**src/rtl/escalonador_gray_pkg.sv**
```systemverilog
// Shared types and helpers for the round-robin Gray-to-binary scheduler.
package escalonador_gray_pkg;

    localparam int unsigned GRAY_W = 8;

    typedef enum logic {
        StEmpty,
        StFull
    } out_state_e;

    // Index after idx in a ring of n requesters.
    function automatic int unsigned next_rr(input int unsigned idx, input int unsigned n);
        return (idx + 1 >= n) ? 0 : idx + 1;
    endfunction

endpackage

```
**src/rtl/gray_para_binario.sv**
```systemverilog
// 8-bit Gray-to-binary converter (purely combinational).
module gray_para_binario
    import escalonador_gray_pkg::*;
(
    input  logic [GRAY_W-1:0] gray,
    output logic [GRAY_W-1:0] bin
);

    // Each binary bit is the XOR of all Gray bits at and above its position.
    always_comb begin
        bin = '0;
        for (int i = 0; i < GRAY_W; i++) begin
            bin[i] = ^(gray >> i);
        end
    end

endmodule

```
**src/rtl/escalonador_gray.sv**
```systemverilog
// Round-robin scheduler sharing one Gray converter among NUM_REQ requesters,
// with a single-entry valid/ready output register and a conversion counter.
module escalonador_gray
    import escalonador_gray_pkg::*;
#(
    parameter int unsigned NUM_REQ = 4,
    parameter int unsigned ID_W    = 2,
    parameter int unsigned CNT_W   = 16
) (
    input  logic                      clk,
    input  logic                      rst,
    input  logic [NUM_REQ-1:0]        req_valid,
    input  logic [GRAY_W*NUM_REQ-1:0] req_gray,
    output logic [NUM_REQ-1:0]        req_ready,
    output logic                      out_valid,
    input  logic                      out_ready,
    output logic [GRAY_W-1:0]         out_bin,
    output logic [ID_W-1:0]           out_id,
    output logic [CNT_W-1:0]          conv_count
);

    out_state_e           state_q;
    logic [ID_W-1:0]      ptr_q;
    logic                 can_accept;
    logic                 grant_valid;
    logic [ID_W-1:0]      grant_idx;
    logic [NUM_REQ-1:0]   grant_onehot;
    logic [GRAY_W-1:0]    gray_sel;
    logic [GRAY_W-1:0]    bin_conv;
    logic                 accept;
    int unsigned          idx;

    assign can_accept = (state_q == StEmpty) || out_ready;
    assign out_valid  = (state_q == StFull);

    // First valid requester at or after ptr_q, wrapping; the mux follows the grant.
    always_comb begin
        grant_valid  = 1'b0;
        grant_idx    = '0;
        grant_onehot = '0;
        gray_sel     = '0;
        idx          = 0;
        for (int unsigned k = 0; k < NUM_REQ; k++) begin
            idx = 32'(ptr_q) + k;
            if (idx >= NUM_REQ) begin
                idx = idx - NUM_REQ;
            end
            if (!grant_valid && req_valid[idx]) begin
                grant_valid       = 1'b1;
                grant_idx         = ID_W'(idx);
                grant_onehot[idx] = 1'b1;
                gray_sel          = req_gray[idx*GRAY_W +: GRAY_W];
            end
        end
    end

    assign accept    = grant_valid && can_accept && !rst;
    assign req_ready = accept ? grant_onehot : '0;

    gray_para_binario u_conv (
        .gray (gray_sel),
        .bin  (bin_conv)
    );

    always_ff @(posedge clk) begin
        if (rst) begin
            state_q    <= StEmpty;
            ptr_q      <= '0;
            out_bin    <= '0;
            out_id     <= '0;
            conv_count <= '0;
        end else if (accept) begin
            state_q    <= StFull;
            out_bin    <= bin_conv;
            out_id     <= grant_idx;
            ptr_q      <= ID_W'(next_rr(32'(grant_idx), NUM_REQ));
            conv_count <= conv_count + CNT_W'(1);
        end else if (state_q == StFull && out_ready) begin
            state_q <= StEmpty;
        end
    end

endmodule

```
**config.mk**
```make
export PLATFORM = sky130hd
export DESIGN_NAME = escalonador_gray
export DESIGN_NICKNAME = d
export VERILOG_FILES = /design/src/rtl/escalonador_gray_pkg.sv /design/src/rtl/gray_para_binario.sv /design/src/rtl/escalonador_gray.sv
export SDC_FILE = /design/constraint.sdc
export NUM_CORES = 1
export LEC_CHECK = 0
export ABC_AREA = 1
export CORE_MARGIN = 3
export CORE_UTILIZATION = 40
export CTS_BUF_LIST = sky130_fd_sc_hd__clkbuf_8
export DETAILED_ROUTE_END_ITERATION = 10
export DONT_BUFFER_PORTS = 1
export SETUP_SLACK_MARGIN = 0.5
export SKIP_LAST_GASP = 1
export SLEW_MARGIN = 20
export SYNTH_ARGS = -nofsm -noshare
export SYNTH_HDL_FRONTEND = slang
export SYNTH_SLANG_ARGS = --single-unit
```
**constraint.sdc**
```tcl
create_clock -name clk -period 4.2 [get_ports clk]
set_input_delay 1.05 -clock clk [delete_from_list [all_inputs] [get_ports clk]]
set_output_delay 1.05 -clock clk [all_outputs]
set_load 0.03 [all_outputs]
```
**Word-level counts from Yosys, hierarchy flattened**

Index checks and enable logic that the tools add are counted.

- Reduce and logical (&&, ||, !) cells: 24
- Muxes and demuxes: 40
- Shift operators: 4
- Order comparisons: 13
- Bitwise logic cells: 4
- $add $sub $neg: 9

Operator list:

| operator | number |
|---|---|
| variable part select 32 x 33 -> 8 bit | 4 |
| >= comparator 32 x 1 -> 1 bit (second input constant) | 4 |
| less-than comparator 32 x 3 -> 1 bit (second input constant) | 4 |
| 2-to-1 mux 32 bit | 4 |
| XOR reduction 8 bit | 8 |
| 2-to-1 mux 8 bit | 4 |
| 2-to-1 mux 4 bit | 5 |
| adder 16 x 1 -> 16 bit (second input constant) | 1 |
| 2-to-1 mux 1 bit | 14 |
| >= comparator 3 bit (second input constant) | 4 |
| OR 4 bit | 3 |
| subtractor 3 x 3 -> 4 bit (second input constant) | 3 |
| logical AND 1 bit | 10 |
| 2-to-1 mux 2 bit | 5 |
| binary-select mux 1 bit (select 2 bit) | 4 |
| demux 1 bit (select 2 bit) | 4 |
| adder 2 x 1 -> 3 bit (second input constant) | 2 |
| adder 2 x 2 -> 3 bit (second input constant) | 2 |
| zero test 1 bit | 4 |
| subtractor 2 x 3 -> 4 bit (second input constant) | 1 |
| >= comparator 2 x 3 -> 1 bit (second input constant) | 1 |
| nonzero test 2 bit | 1 |
| logical OR 1 bit | 1 |
| inverter 1 bit | 1 |

- Output and inout port bits: 31
- Flip-flop bits (word level): 29
- Input bits: 39

**Logic depth before layout (Yosys ltp)**

- Depth in word-level cells: 17
- Mapped depth: 22
- Mapped depth without buffers: 19

**Modules after synthesis**

From an unflattened synthesis, not the netlist that was laid out.

- Cells, all modules: 509
- Area total of the unflattened synthesis: 2994.1 µm²

Modules (own cells, without submodules):

| module | times used | area each (µm²) | cells each |
|---|---|---|---|
| escalonador_gray | 1 | 2678.8 | 438 |
| gray_para_binario | 1 | 315.3 | 71 |

**Worst setup path after synthesis**

Ideal clock, no wire load.

- Path type: reg2out
- From: reg ptr_q[0]
- To: out req_ready[2]
- Arrival time: 2341 ps
- Setup slack: 809 ps
- Stages on the path, launching flop included: 18
- Required time: 3150 ps
- Path buffers: 5
- Cell sequence: dfxtp_1 -> buf_6 -> inv_6 -> buf_2 -> ha_1 -> buf_2 -> nand2_1 -> nand2_1 -> nor2_4 -> buf_6 -> nand2_2 -> inv_2 -> nand2_2 -> nand2_4 -> inv_4 -> buf_2 -> o21ai_0 -> inv_1

- Word-level cells in the longest chain between the ends: 17
- Elaborated cells on any way between the ends: 63

RTL lines:

| what | line | RTL |
|---|---|---|
| from (decl) | escalonador_gray.sv:23 | `logic [ID_W-1:0] ptr_q;` |
| from (signal assigned) | escalonador_gray.sv:76 | `ptr_q <= ID_W'(next_rr(32'(grant_idx), NUM_REQ));` |
| parallel branches: the longest is 16 deep, another holds >= comparator 32 x 1 -> 1 bit | - |  |
| 2-to-1 mux 4 bit * | escalonador_gray.sv:58 | `assign req_ready = accept ? grant_onehot : '0;` |
| to (decl) | escalonador_gray.sv:14 | `output logic [NUM_REQ-1:0] req_ready,` |

Every way passes the cells marked *. The select of a mux whose other input is x is not followed.

**Worst setup path after layout**

- From: in req_valid[3]
- To: out req_ready[2]

- Word-level cells in the longest chain between the ends: 15
- Elaborated cells on any way between the ends: 28

RTL lines:

| what | line | RTL |
|---|---|---|
| from (decl) | escalonador_gray.sv:12 | `input logic [NUM_REQ-1:0] req_valid,` |
| binary-select mux 1 bit (select 2 bit) | escalonador_gray.sv:48 | `if (!grant_valid && req_valid[idx]) begin` |
| 2-to-1 mux 1 bit (not written as such) | escalonador_gray.sv:48 |  |
| 2-to-1 mux 1 bit | escalonador_gray.sv:48 |  |
| zero test 1 bit | escalonador_gray.sv:48 |  |
| logical AND 1 bit | escalonador_gray.sv:48 |  |
| 2-to-1 mux 1 bit | escalonador_gray.sv:48 |  |
| zero test 1 bit | escalonador_gray.sv:48 |  |
| logical AND 1 bit | escalonador_gray.sv:48 |  |
| 2-to-1 mux 1 bit | escalonador_gray.sv:48 |  |
| zero test 1 bit | escalonador_gray.sv:48 |  |
| logical AND 1 bit | escalonador_gray.sv:48 |  |
| 2-to-1 mux 1 bit | escalonador_gray.sv:48 |  |
| logical AND 1 bit (2 in series) | escalonador_gray.sv:57 | `assign accept = grant_valid && can_accept && !rst;` |
| 2-to-1 mux 4 bit * | escalonador_gray.sv:58 |  |

Every way passes the cells marked *; elsewhere a longest branch is shown, timed or not. The select of a mux whose other input is x is not followed.

==> results.sh <==
export IMPL_outcome="complete, no violations"
export IMPL_maxCapViolCount=0
export IMPL_row_count=32
export IMPL_clock_fmax_ghz=0.2881
export IMPL_final_cell_mix="239 x nand2_1, 50 x inv_1, 47 x nand3_1, 32 x nor2_1, 28 x dfxtp_1"
export IMPL_synthSimpleGateAreaFrac_pct=52.45
export IMPL_cts_buffers_inserted=5
export IMPL_dr_pass1_iters=4
export IMPL_endpoint="req_ready[2]"
export IMPL_timing_final_crit_share_pct=82.65
export IMPL_clockBufferDepth=2
export IMPL_die_w_um=95.77
export IMPL_p_leak_nw=1.698
export IMPL_cts_clk_slew_worst_paths_ps=70
export IMPL_htreeDepth=2
export IMPL_grt_busiest_layer="met2"
export IMPL_ioPinCount=70
export IMPL_initial_core_util_pct=41.49
export IMPL_synthMuxAreaShare_pct=0
export IMPL_timing_hold_ws_ps=609.2
export IMPL_synthAdderAreaFrac_pct=3.494
export IMPL_cts_root_buf="clkbuf_8"
export IMPL_gp_congestion=0.8987
export IMPL_clkLatencyLatePin_ps=270
export IMPL_wl_per_cell_um=13.25
export IMPL_period_needed_ps=3471
export IMPL_use_met2_pct=32.89
export IMPL_port_buffers=0
export IMPL_regArea_sq_um=584.3
export IMPL_final_common_cell="nand2_1"
export IMPL_reg2reg_slack_ps=1420
export IMPL_powerDensity_nw_per_um2=742.2
export IMPL_r2r_end="ptr_q[1]$_SDFFE_PP0P_"
export IMPL_cp_startpoint="req_valid[3]"
export IMPL_grt_setup_unrepaired="false"
export IMPL_grt_antenna_before_repair=0
export IMPL_drtIter0Drc=115
export IMPL_drc=0
export IMPL_worstMarginPinSlew_ps=697.9
export IMPL_setup_worst_path_class="in -> out"
export IMPL_num_vias=3450
export IMPL_irDropWorstVdd_mv=0.2611
export IMPL_worstReg2RegStart="ptr_q[0]$_SDFFE_PP0P_"
export IMPL_grt_pass1_wl_um=14400
export IMPL_synth_area_sq_um=3223
export IMPL_wl_um=8839
export IMPL_p_total_mw=2.580
export IMPL_fin_setup_tns_ps=0
export IMPL_drive_gt1_share_pct=12.92
export IMPL_max_slew_margin_rel_pct=53.42
export IMPL_ctsHoldBuffers=0
export IMPL_clock_sinks=29
export IMPL_ys_types=39
export IMPL_synthXorXnorAreaFrac_pct=0.5435
export IMPL_tritoncts="done"
export IMPL_final_max_slew_viol_count=0
export IMPL_coreArea_sq_um=7767
export IMPL_crit_arrival_ps=2420
export IMPL_dp_cells=655
export IMPL_finalNonFillerCells=667
export IMPL_synth_top_family_by_area="simple AND/OR/NAND/NOR gates"
export IMPL_ys_ff_latch=29
export IMPL_grt_overflow_total=0
export IMPL_grt_pass1_vias=3150
export IMPL_setup_viol=0
export IMPL_met1_usage_pct=25.12
export IMPL_drt_vias_per_instance=5.172
export IMPL_reg2reg_depth=15
export IMPL_multi_input_area_sq_um=2288
export IMPL_fin_nets=612
export IMPL_grt_util_met3_pct=4.066
export IMPL_synth_fp_nets=616
export IMPL_grt_use_total_pct=18.98
export IMPL_syn_inst=568
export IMPL_antenna_cells=0
export IMPL_required_ps=3150
export IMPL_cp_max_fo=15
export IMPL_grt_max_degree=47
export IMPL_die_area_sq_um=9171
export IMPL_cp_start_kind="primary input"
export IMPL_hpwl_um=6501
export IMPL_final_hold_viol_count=0
export IMPL_hold_class="reg -> reg"
export IMPL_fin_skew_ps=7.633
export IMPL_synth_compound_area_share_pct=13.43
export IMPL_synth_seq_area_share_pct=18.01
export IMPL_syn_area_per_cell_sq_um=5.674
export IMPL_endpoint_kind="output pin"
export IMPL_syn2layout_area_growth_pct=7.842
export IMPL_ant_nets=0
export IMPL_nFillCells=867
export IMPL_die_height_um=95.77
export IMPL_yosys_warnings=0
[registers in the layout, indices dropped and copies added, names as in the netlist]
register / count
out_id: 2
ptr_q: 2
out_bin: 8
conv_count: 16
out_valid: 1
[metrics by stage]
| stage | utilization, % | cell area [sq um] | setup slack, ps |
|---|---|---|---|
| 2_1_floorplan | - | 3223 | 808.9 |
| 3_3_place_gp | 42.59 | 3308 | 545.0 |
| 3_5_place_dp | 42.59 | 3308 | 509.8 |
| 4_1_cts | 43.90 | 3410 | 537.0 |
| 5_1_grt | 44.75 | 3476 | 573.6 |
| 6_report | 44.75 | 3476 | 728.8 |
[what timing repair did]
item	in CTS	in global routing
pin swaps	1	0
gates cloned	0	2
gates resized for setup	1	11
buffers inserted	2	0
setup endpoints to repair	4	4
[critical path, cell delays in order]
cell,delay [ps]
inv_1,20
nand2_1,50
nand3_2,110
nand2_4,210
nor2_4,70
nand2_2,70
inv_2,40
nand2_2,170
nand2_8,120
inv_6,160
o21ai_0,100
inv_1,100
buf_12,120
[final cells by class]
| class | instances | share of cell area, % |
|---|---|---|
| repair inverters | 1 | 0.2520 |
| clock inverters | 3 | 0.3960 |
| inverters | 57 | 6.659 |
| multi-input cells | 458 | 65.84 |
| well taps | 102 | 3.672 |
| repair buffers | 12 | 4.392 |
| flip-flops and latches | 29 | 16.81 |
| clock buffers | 5 | 1.980 |
[where the power goes]
| group | switching, mW | internal, mW |
|---|---|---|
| logic | 1.25 | 0.644 |
| clock network | 0.104 | 0.112 |
| registers | 0.138 | 0.335 |
| total | 1.49 | 1.09 |
[worst min-delay path by stage]
stage / from / cells after the start / to / slack, ps
finish: conv_count[8]$_SDFFE_PP0P_ / 2 / conv_count[8]$_SDFFE_PP0P_ / 610
global route: conv_count[8]$_SDFFE_PP0P_ / 2 / conv_count[8]$_SDFFE_PP0P_ / 630
CTS: conv_count[8]$_SDFFE_PP0P_ / 2 / conv_count[8]$_SDFFE_PP0P_ / 610
detailed placement: conv_count[8]$_SDFFE_PP0P_ / 2 / conv_count[8]$_SDFFE_PP0P_ / 600
global placement: conv_count[8]$_SDFFE_PP0P_ / 2 / conv_count[8]$_SDFFE_PP0P_ / 600
floorplan: conv_count[8]$_SDFFE_PP0P_ / 2 / conv_count[8]$_SDFFE_PP0P_ / 580
[cells by family after synthesis]
logic type,after synthesis
adders and majority gates,9
AOI/OAI and AO/OA,72
DFF,29
buffers and inverters,82
and+or+nand+nor,374
xor gates and xnor gates,2
[routing by layer]
metal	up-vias	part of all wire, %
li1	1805	-
met2	80	48
met4	0	0.51
met3	4	6.5
met5	-	0
met1	1561	45
[synthesized netlist by cell type]
| library cell | number | area (sq um) |
|---|---|---|
| a211oi_2 | 1 | 12.51 |
| a21oi_1 | 19 | 95.09 |
| a21oi_2 | 3 | 26.28 |
| a22oi_1 | 4 | 30.03 |
| a22oi_2 | 1 | 12.51 |
| and2_2 | 1 | 7.510 |
| buf_1 | 1 | 3.750 |
| buf_2 | 11 | 55.05 |
| buf_4 | 2 | 15.01 |
| buf_6 | 7 | 78.83 |
| clkbuf_1 | 4 | 15.01 |
| dfxtp_1 | 29 | 580.6 |
| ha_1 | 9 | 112.6 |
| inv_1 | 49 | 183.9 |
| inv_2 | 6 | 22.52 |
| inv_4 | 1 | 6.260 |
| inv_6 | 1 | 8.760 |
| nand2_1 | 240 | 900.9 |
| nand2_2 | 13 | 81.33 |
| nand2_4 | 4 | 45.04 |
| nand3_1 | 47 | 235.2 |
| nand3_2 | 6 | 60.06 |
| nand3_4 | 1 | 17.52 |
| nand3b_1 | 2 | 15.01 |
| nand4_1 | 8 | 50.05 |
| nor2_1 | 32 | 120.1 |
| nor2_4 | 7 | 78.83 |
| nor2b_1 | 1 | 6.260 |
| nor3_1 | 5 | 25.02 |
| nor3_2 | 1 | 10.01 |
| nor4_1 | 2 | 12.51 |
| o211ai_1 | 7 | 52.55 |
| o21a_1 | 3 | 22.52 |
| o21ai_0 | 25 | 125.1 |
| o21ai_1 | 6 | 30.03 |
| o221ai_1 | 3 | 26.28 |
| or2_1 | 1 | 6.260 |
| or2_2 | 3 | 18.77 |
| xor2_1 | 2 | 17.52 |
No activity file was read; power rests on OpenSTA's default activity.
